$ cat config.mk
export PLATFORM = sky130hd
export DESIGN_NAME = fp_unpack_ff
export DESIGN_NICKNAME = d
export VERILOG_FILES = /design/src/rtl/fp_unpack_ff.sv
export SDC_FILE = /design/constraint.sdc
export NUM_CORES = 1
export LEC_CHECK = 0
export CORE_ASPECT_RATIO = 1.5
export CORE_MARGIN = 10
export CORE_UTILIZATION = 40
export CTS_BUF_LIST = sky130_fd_sc_hd__clkbuf_4
export CTS_CLUSTER_DIAMETER = 150
export CTS_CLUSTER_SIZE = 30
export DETAILED_ROUTE_END_ITERATION = 10
export PLACE_DENSITY = 0.73
export SETUP_SLACK_MARGIN = 0.2
export SYNTH_ARGS = -nofsm -noshare
export SYNTH_HDL_FRONTEND = slang
export SYNTH_SLANG_ARGS = --single-unit
$ cat constraint.sdc
create_clock -name clk -period 1.9 [get_ports clk]
set_input_delay 0.285 -clock clk [delete_from_list [all_inputs] [get_ports clk]]
set_output_delay 0.285 -clock clk [all_outputs]
set_load 0.02 [all_outputs]
$ cat src/rtl/fp_unpack_ff.sv
// -----------------------------------------------------------------------------
// fp_unpack_ff
//   Unpacks IEEE 754 single-precision words into multiplier-operand form
//   (sign, effective biased exponent, 24-bit mantissa with explicit hidden bit,
//   class flags) and queues the decoded result in a small FIFO with
//   valid/ready handshakes on both sides. Decode is combinational ahead of the
//   buffer write, so an accepted word is visible on the outputs one edge later.
//
// Parameters
//   FLUSH_DENORM : 1 = subnormals become signed zero (flags zero+denorm)
//                  0 = subnormals pass with hidden bit 0 and exponent 1
//   DEPTH        : buffer entries, power of two, >= 2
//
// Ports
//   clk        in   clock, all state changes on rising edge
//   clr_b      in   asynchronous active-low reset
//   in_valid   in   in_word is valid this cycle
//   in_ready   out  buffer has room (derived from registered count only)
//   in_word    in   {S[31], E[30:23], F[22:0]}
//   out_valid  out  head entry present on out_*
//   out_ready  in   consumer takes head entry this cycle
//   out_S      out  sign
//   out_E      out  biased exponent (effective value)
//   out_M      out  mantissa, hidden bit at [23]
//   out_flags  out  {nan, inf, denorm, zero}
// -----------------------------------------------------------------------------
module fp_unpack_ff #(
  parameter bit FLUSH_DENORM = 1'b1,
  parameter int DEPTH        = 2
) (
  input  logic        clk,
  input  logic        clr_b,
  input  logic        in_valid,
  output logic        in_ready,
  input  logic [31:0] in_word,
  output logic        out_valid,
  input  logic        out_ready,
  output logic        out_S,
  output logic [7:0]  out_E,
  output logic [23:0] out_M,
  output logic [3:0]  out_flags
);

  localparam int AW = $clog2(DEPTH);
  localparam int CW = AW + 1;
  localparam int EW = 1 + 8 + 24 + 4;  // {S, E, M, flags}

  // ---------------------------------------------------------------------------
  // Combinational decode of the incoming word
  // ---------------------------------------------------------------------------
  logic          in_s;
  logic [7:0]    in_e;
  logic [22:0]   in_f;
  logic [7:0]    dec_e;
  logic [23:0]   dec_m;
  logic [3:0]    dec_flags;
  logic [EW-1:0] dec_entry;

  assign in_s = in_word[31];
  assign in_e = in_word[30:23];
  assign in_f = in_word[22:0];

  always_comb begin
    dec_e     = in_e;
    dec_m     = {1'b1, in_f};
    dec_flags = 4'b0000;
    if (in_e == 8'hFF) begin
      // Infinity keeps the hidden bit so the operand reads as 1.0 x 2^128;
      // NaN payload is passed through untouched.
      dec_m     = {1'b1, in_f};
      dec_flags = (in_f == 23'd0) ? 4'b0100 : 4'b1000;
    end else if (in_e == 8'h00) begin
      if (in_f == 23'd0) begin
        dec_m     = 24'd0;
        dec_flags = 4'b0001;
      end else if (FLUSH_DENORM) begin
        dec_m     = 24'd0;
        dec_flags = 4'b0011;
      end else begin
        // Subnormals share the scale of E=1, just without the hidden bit.
        dec_e     = 8'd1;
        dec_m     = {1'b0, in_f};
        dec_flags = 4'b0010;
      end
    end
  end

  assign dec_entry = {in_s, dec_e, dec_m, dec_flags};

  // ---------------------------------------------------------------------------
  // FIFO control
  // ---------------------------------------------------------------------------
  logic [AW-1:0] wr_q, wr_d;
  logic [AW-1:0] rd_q, rd_d;
  logic [CW-1:0] count_q, count_d;
  logic          push;
  logic          pop;

  // in_ready looks only at the registered count, so a full buffer does not
  // accept a word in the same cycle it is being popped.
  assign in_ready  = (count_q < CW'(DEPTH));
  assign out_valid = (count_q != '0);
  assign push      = in_valid && in_ready;
  assign pop       = out_valid && out_ready;

  always_comb begin
    wr_d    = wr_q;
    rd_d    = rd_q;
    count_d = count_q;
    if (push) begin
      wr_d = wr_q + AW'(1);
    end
    if (pop) begin
      rd_d = rd_q + AW'(1);
    end
    unique case ({push, pop})
      2'b10:   count_d = count_q + CW'(1);
      2'b01:   count_d = count_q - CW'(1);
      default: count_d = count_q;
    endcase
  end

  always_ff @(posedge clk or negedge clr_b) begin
    if (!clr_b) begin
      wr_q    <= '0;
      rd_q    <= '0;
      count_q <= '0;
    end else begin
      wr_q    <= wr_d;
      rd_q    <= rd_d;
      count_q <= count_d;
    end
  end

  // ---------------------------------------------------------------------------
  // Entry storage; cleared on reset so the outputs read zero while clr_b=0.
  // ---------------------------------------------------------------------------
  logic [EW-1:0] entry_q [DEPTH];
  logic [EW-1:0] head;

  always_ff @(posedge clk or negedge clr_b) begin
    if (!clr_b) begin
      for (int i = 0; i < DEPTH; i++) begin
        entry_q[i] <= '0;
      end
    end else if (push) begin
      entry_q[wr_q] <= dec_entry;
    end
  end

  assign head      = entry_q[rd_q];
  assign out_S     = head[36];
  assign out_E     = head[35:28];
  assign out_M     = head[27:4];
  assign out_flags = head[3:0];

endmodule

* After elaboration in Yosys (flattened, before gate mapping) *
Cells that the tools add are included.
W data, S select, Z words.

cells by class
  order comparisons = 4
  multiplexer cells = 13
  bitwise logic cells = 2
  add/sub/neg operators = 4
  eq/ne operators = 3
  reduce and logical (&&, ||, !) cells = 7

operators with widths
  operator               number
  $mux W37               4
  $bwmux W74             1
  $mux W24               2
  $demux W37 S1          1
  $logic_not A23 Y1      1
  $eq A8 B8 Y1 const B   1
  $logic_not A8 Y1       1
  $mux W4                2
  $ge A2 B2 Y1 const B   2
  $mux W2                2
  $not A1 Y2             2
  $pmux W2 S2            1
  $reduce_bool A2 Y1     2
  $logic_and A1 B1 Y1    3
  $add A1 B1 Y1 const B  2
  $add A2 B1 Y2 const B  1
  $eq A2 B1 Y1 const B   1
  $eq A2 B2 Y1 const B   1
  $lt A2 B1 Y1 const B   1
  $lt A2 B2 Y1 const B   1
  $sub A2 B1 Y2 const B  1

storage, ports and cells
  register bits = 78
  input bits = 36
  logic and storage cells = 38
  output and inout bits = 39

* Logic depth before layout (Yosys ltp) *
  depth in word-level cells = 6
  mapped depth = 6
  mapped depth without buffers = 6

* Worst setup path after synthesis *
Ideal clock, no wire load.

  path type = reg2reg
  start point = register count_q[0]
  end point = register count_q[1]
  data arrival time = 1.479 ns
  path buffers = 0
  required time = 1.820 ns
  path slack = 0.341 ns
  stages on the path, launching flop included = 6
  clock period less this slack = 1.559 ns
  setup time = 0.080 ns
  cells stage by stage = dfrtp_1 -> or2_2 -> and2_1 -> ha_1 -> nor2_1 -> xnor2_1

between the ends
  word-level cells in the longest chain between the ends = 4
  elaborated cells between the ends (all ways) = 10
  those cells by class = 2 x add/sub; 1 x order compare; 2 x eq/ne; 1 x mux; 4 x reduce/logical

ends and longest elaborated chain
  what                                               RTL line  text
  from (decl)                                        95        logic [CW-1:0] count_q, count_d;
  from (signal assigned)                             131       count_q <= count_d;
  $reduce_bool A2 Y1 (*)                             102       assign out_valid = (count_q != '0);
  named net out_valid                                36        output logic out_valid,
  $logic_and A1 B1 Y1 (*)                            104       assign pop = out_valid && out_ready;
  named net pop                                      97        logic pop;
  $eq A2 B1 Y1 or $eq A2 B2 Y1 (tied branches)       116       unique case ({push, pop})
  $pmux W2 S2 or $reduce_bool A2 Y1 (tied branches)  -

Mark *: on every way through the listed nets, which the timed path passes. The rest lies on a longest branch.
A chain may end at the register's enable or synchronous reset.

* Worst setup path in the final report *
  start point = register rd_q
  end point = output port out_M[21]

between the ends
  word-level cells in the longest chain between the ends = 4

ends and longest elaborated chain
  what                                          RTL line  text
  from (decl)                                   94        logic [AW-1:0] rd_q, rd_d;
  from (signal assigned)                        130       rd_q <= rd_d;
  $not A1 Y2 (implied by the code)              151       assign head = entry_q[rd_q];
  $mux W37 (implied by the code) (3 in series)  151
  to (decl)                                     40        output logic [23:0] out_M,

No other way between the ends. The select of a mux whose other input is x is not followed.

==> results.yml <==
route:
  drc: 0
  num_vias: 2544
  routedWlPerCell_um: 16.39
  finalWirelength_mm: 8.328
  antenna_left: 0
  routed_via_density: 5.008
  dr.pass1.iters: 4
  drt-initial-drc-count: 82
final_layout:
  diodes: 0
  finalInstanceArea_um2: 4514
  fin_util_pct: 53.66
  drive_gt1_share_pct: 33.17
  final_nets: 435
  layoutNonFillerInstCount: 508
  area_growth_pct: 30.44
timing:
  worst_slack_ps: 54.52
  rsz0062_at_grt: "yes"
  tightest_slew_ps: 481.3
  setup_viol: 0
  clock_skew_ps: 8.057
  drv_slew: 0
  hold_violations: 0
  maxSlewHeadroom_pct: 67.62
  finalCritPeriodShare_pct: 97.13
  max_clock_freq_mhz: 541.9
  min_period_ps: 1845
yosys:
  synthXorXnorAreaFrac_pct: 1.012
  ys_ff_latch: 78
  syn_area_um2: 3461
  ys_seq_area_share_pct: 56.40
  synth_compound_area_share_pct: 8.604
  synth_top_family_by_area: "multiplexers"
  yosysWarnings: 0
  synthMuxAreaShare_pct: 18.55
  synth_cells: 316
  synth_nets: 353
  synthSimpleGateAreaFrac_pct: 12.11
  synth_adder_area_share_pct: 0.3615
  synth_area_per_cell_um2: 10.95
  synth_cell_types: 26
setup_path:
  end_kind: "output pin"
  reg2reg_slack_ps: 330
  worstPathMaxFanout: 19
  path_class: "reg2out"
  required_ps: 1620
  crit_path_start_kind: "register"
  cp_data_arrival_time_ps: 1560
clock_network:
  numCtsBuffers: 9
  cts_tree: "done"
  clock_latency_ps: 430
  clkTransAtPathRegs_ps: 110
  root_buffer: "clkbuf_4"
  clock_sinks: 78
  htree_levels: 3
  clockBufferDepth: 2
floorplan:
  row_count: 41
  die_area_um2: 12850
  core_um2: 8413
  ios: 75
  die_y_um: 133.9
  initial_utilization_pct: 41.14
  die_x_um: 95.95
placed_design:
  gp_congestion: 0.7479
  dpl_cell_area_um2: 4442
  pre_cts_ws_ps: -77.18
  dp.cells: 492
  portBuffers: 74
  hpwlAfterDp_mm: 6.012
global_routing:
  grt_pass1_wl_mm: 13.78
  overflow: 0
  antenna_found_initial: 0
  grt_max_degree: 45
  grt_usage_pct: 13.70
  grt_pass1_vias: 2782
power:
  p_leak_uw: 0.002116
  power_density_nw_per_um2: 1603
  vdd_drop_max_mv: 0.8547
flow_run:
  drv_cap: 0
hold_path:
  hold_path_class: "in2async"
run_status:
  outcome: "complete, no violations"
==> synthesized netlist by cell type, drive strengths merged <==
cell | n | area share [%]
mux2 | 57 | 19
nor3 | 1 | 0.14
xnor2 | 3 | 0.76
nand4 | 3 | 0.54
nand2 | 80 | 8.7
or2 | 2 | 0.36
xor2 | 1 | 0.25
buf | 9 | 1.6
dfrtp | 78 | 56
nand2b | 1 | 0.18
nor4 | 7 | 1.3
inv | 2 | 0.22
o31ai | 4 | 1.2
nor2b | 1 | 0.18
o21ai | 48 | 6.9
and2 | 1 | 0.18
clkbuf | 11 | 1.2
a22o | 2 | 0.51
nor2 | 4 | 0.51
ha | 1 | 0.36
==> layer usage <==
layer	track usage, %	up-vias	part of all wire, %
met3	5.196	11	7.3
met2	22.70	61	50
met1	15.27	1225	41
met4	5.428	0	1.7
li1	-	1247	-
met5	0	-	0
==> critical path, stage by stage, from the launching register on <==
cell	delay (ps)
dfrtp_2	420
buf_12	190
mux2_2	360
buf_4	160
==> power breakdown <==
part	total, uW	switching (uW)	internal (uW)
Sequential	2700	341	2350
Clock	806	529	277
Combinational	3740	1860	1880
==> layout make-up <==
| type | instances | area [um^2] |
|---|---|---|
| fillers | 789 | 3899 |
| flip-flops and latches | 78 | 1953 |
| multi-input cells | 216 | 1439 |
| repair buffers | 91 | 884.6 |
| well taps | 107 | 133.9 |
| clock buffers | 11 | 82.58 |
| clock inverters | 3 | 13.76 |
| inverters | 2 | 7.507 |
==> cells in the final DEF (no fill, tap or decap), drive strengths merged <==
cell type,count
clkdlybuf4s50,34
nor4,7
a22o,2
and2,1
clkbuf,11
dlygate4sd2,1
nand4,3
nor2b,1
xnor2,3
nor3,1
o31ai,4
o21ai,48
nand2,80
xor2,1
mux2,57
inv,2
or2,2
buf,55
nor2,4
ha,1
clkinv,3
dlygate4sd3,1
nand2b,1
dfrtp,78
==> stage by stage <==
step / total power, uW / hold WS, ps / setup TNS (ps)
global route: 7768 / 373.6 / -9.060
floorplan: 4912 / -10.59 / 0
finish: 7238 / 349.7 / 0
global placement: 6462 / 264.4 / -359.5
detailed placement: 6577 / 278.5 / -360.9
CTS: 7261 / 346.7 / -105.6
==> sequential cells by signal, indices dropped and copies added, names as in the netlist <==
register	flops
entry_q	74
count_q	2
rd_q	1
wr_q	1
==> logic make-up (layout without fill, tap and decap cells) <==
group | after synthesis | count (layout)
flops | 78 | 78
fa+ha+maj | 1 | 1
mux | 57 | 57
xor+xnor | 4 | 4
buf+inv | 22 | 107
simple gates | 100 | 100
compound gates | 54 | 54
==> path summary, 6_finish.rpt <==
| path | from | to | depth (start not counted) |
|---|---|---|---|
| min in group clk | in_word[8] | entry_q[12] | 3 |
| max reg2reg | count_q[1] | count_q[1] | 5 |
| min | clr_b | entry_q[56] | 2 |
| min reg2reg | entry_q[49] | entry_q[49] | 2 |
| max in group asynchronous | clr_b | entry_q[15] | 3 |
| max | rd_q | out_M[21] | 3 |
==> what timing repair did <==
action	4_1_cts	5_1_grt
endpoints found under the setup margin	39	37
hold endpoints to repair	34	0
resized for setup	191	14
hold buffers	1	0
buffers inserted	1	0
No activity file was read; power rests on OpenSTA's default activity.
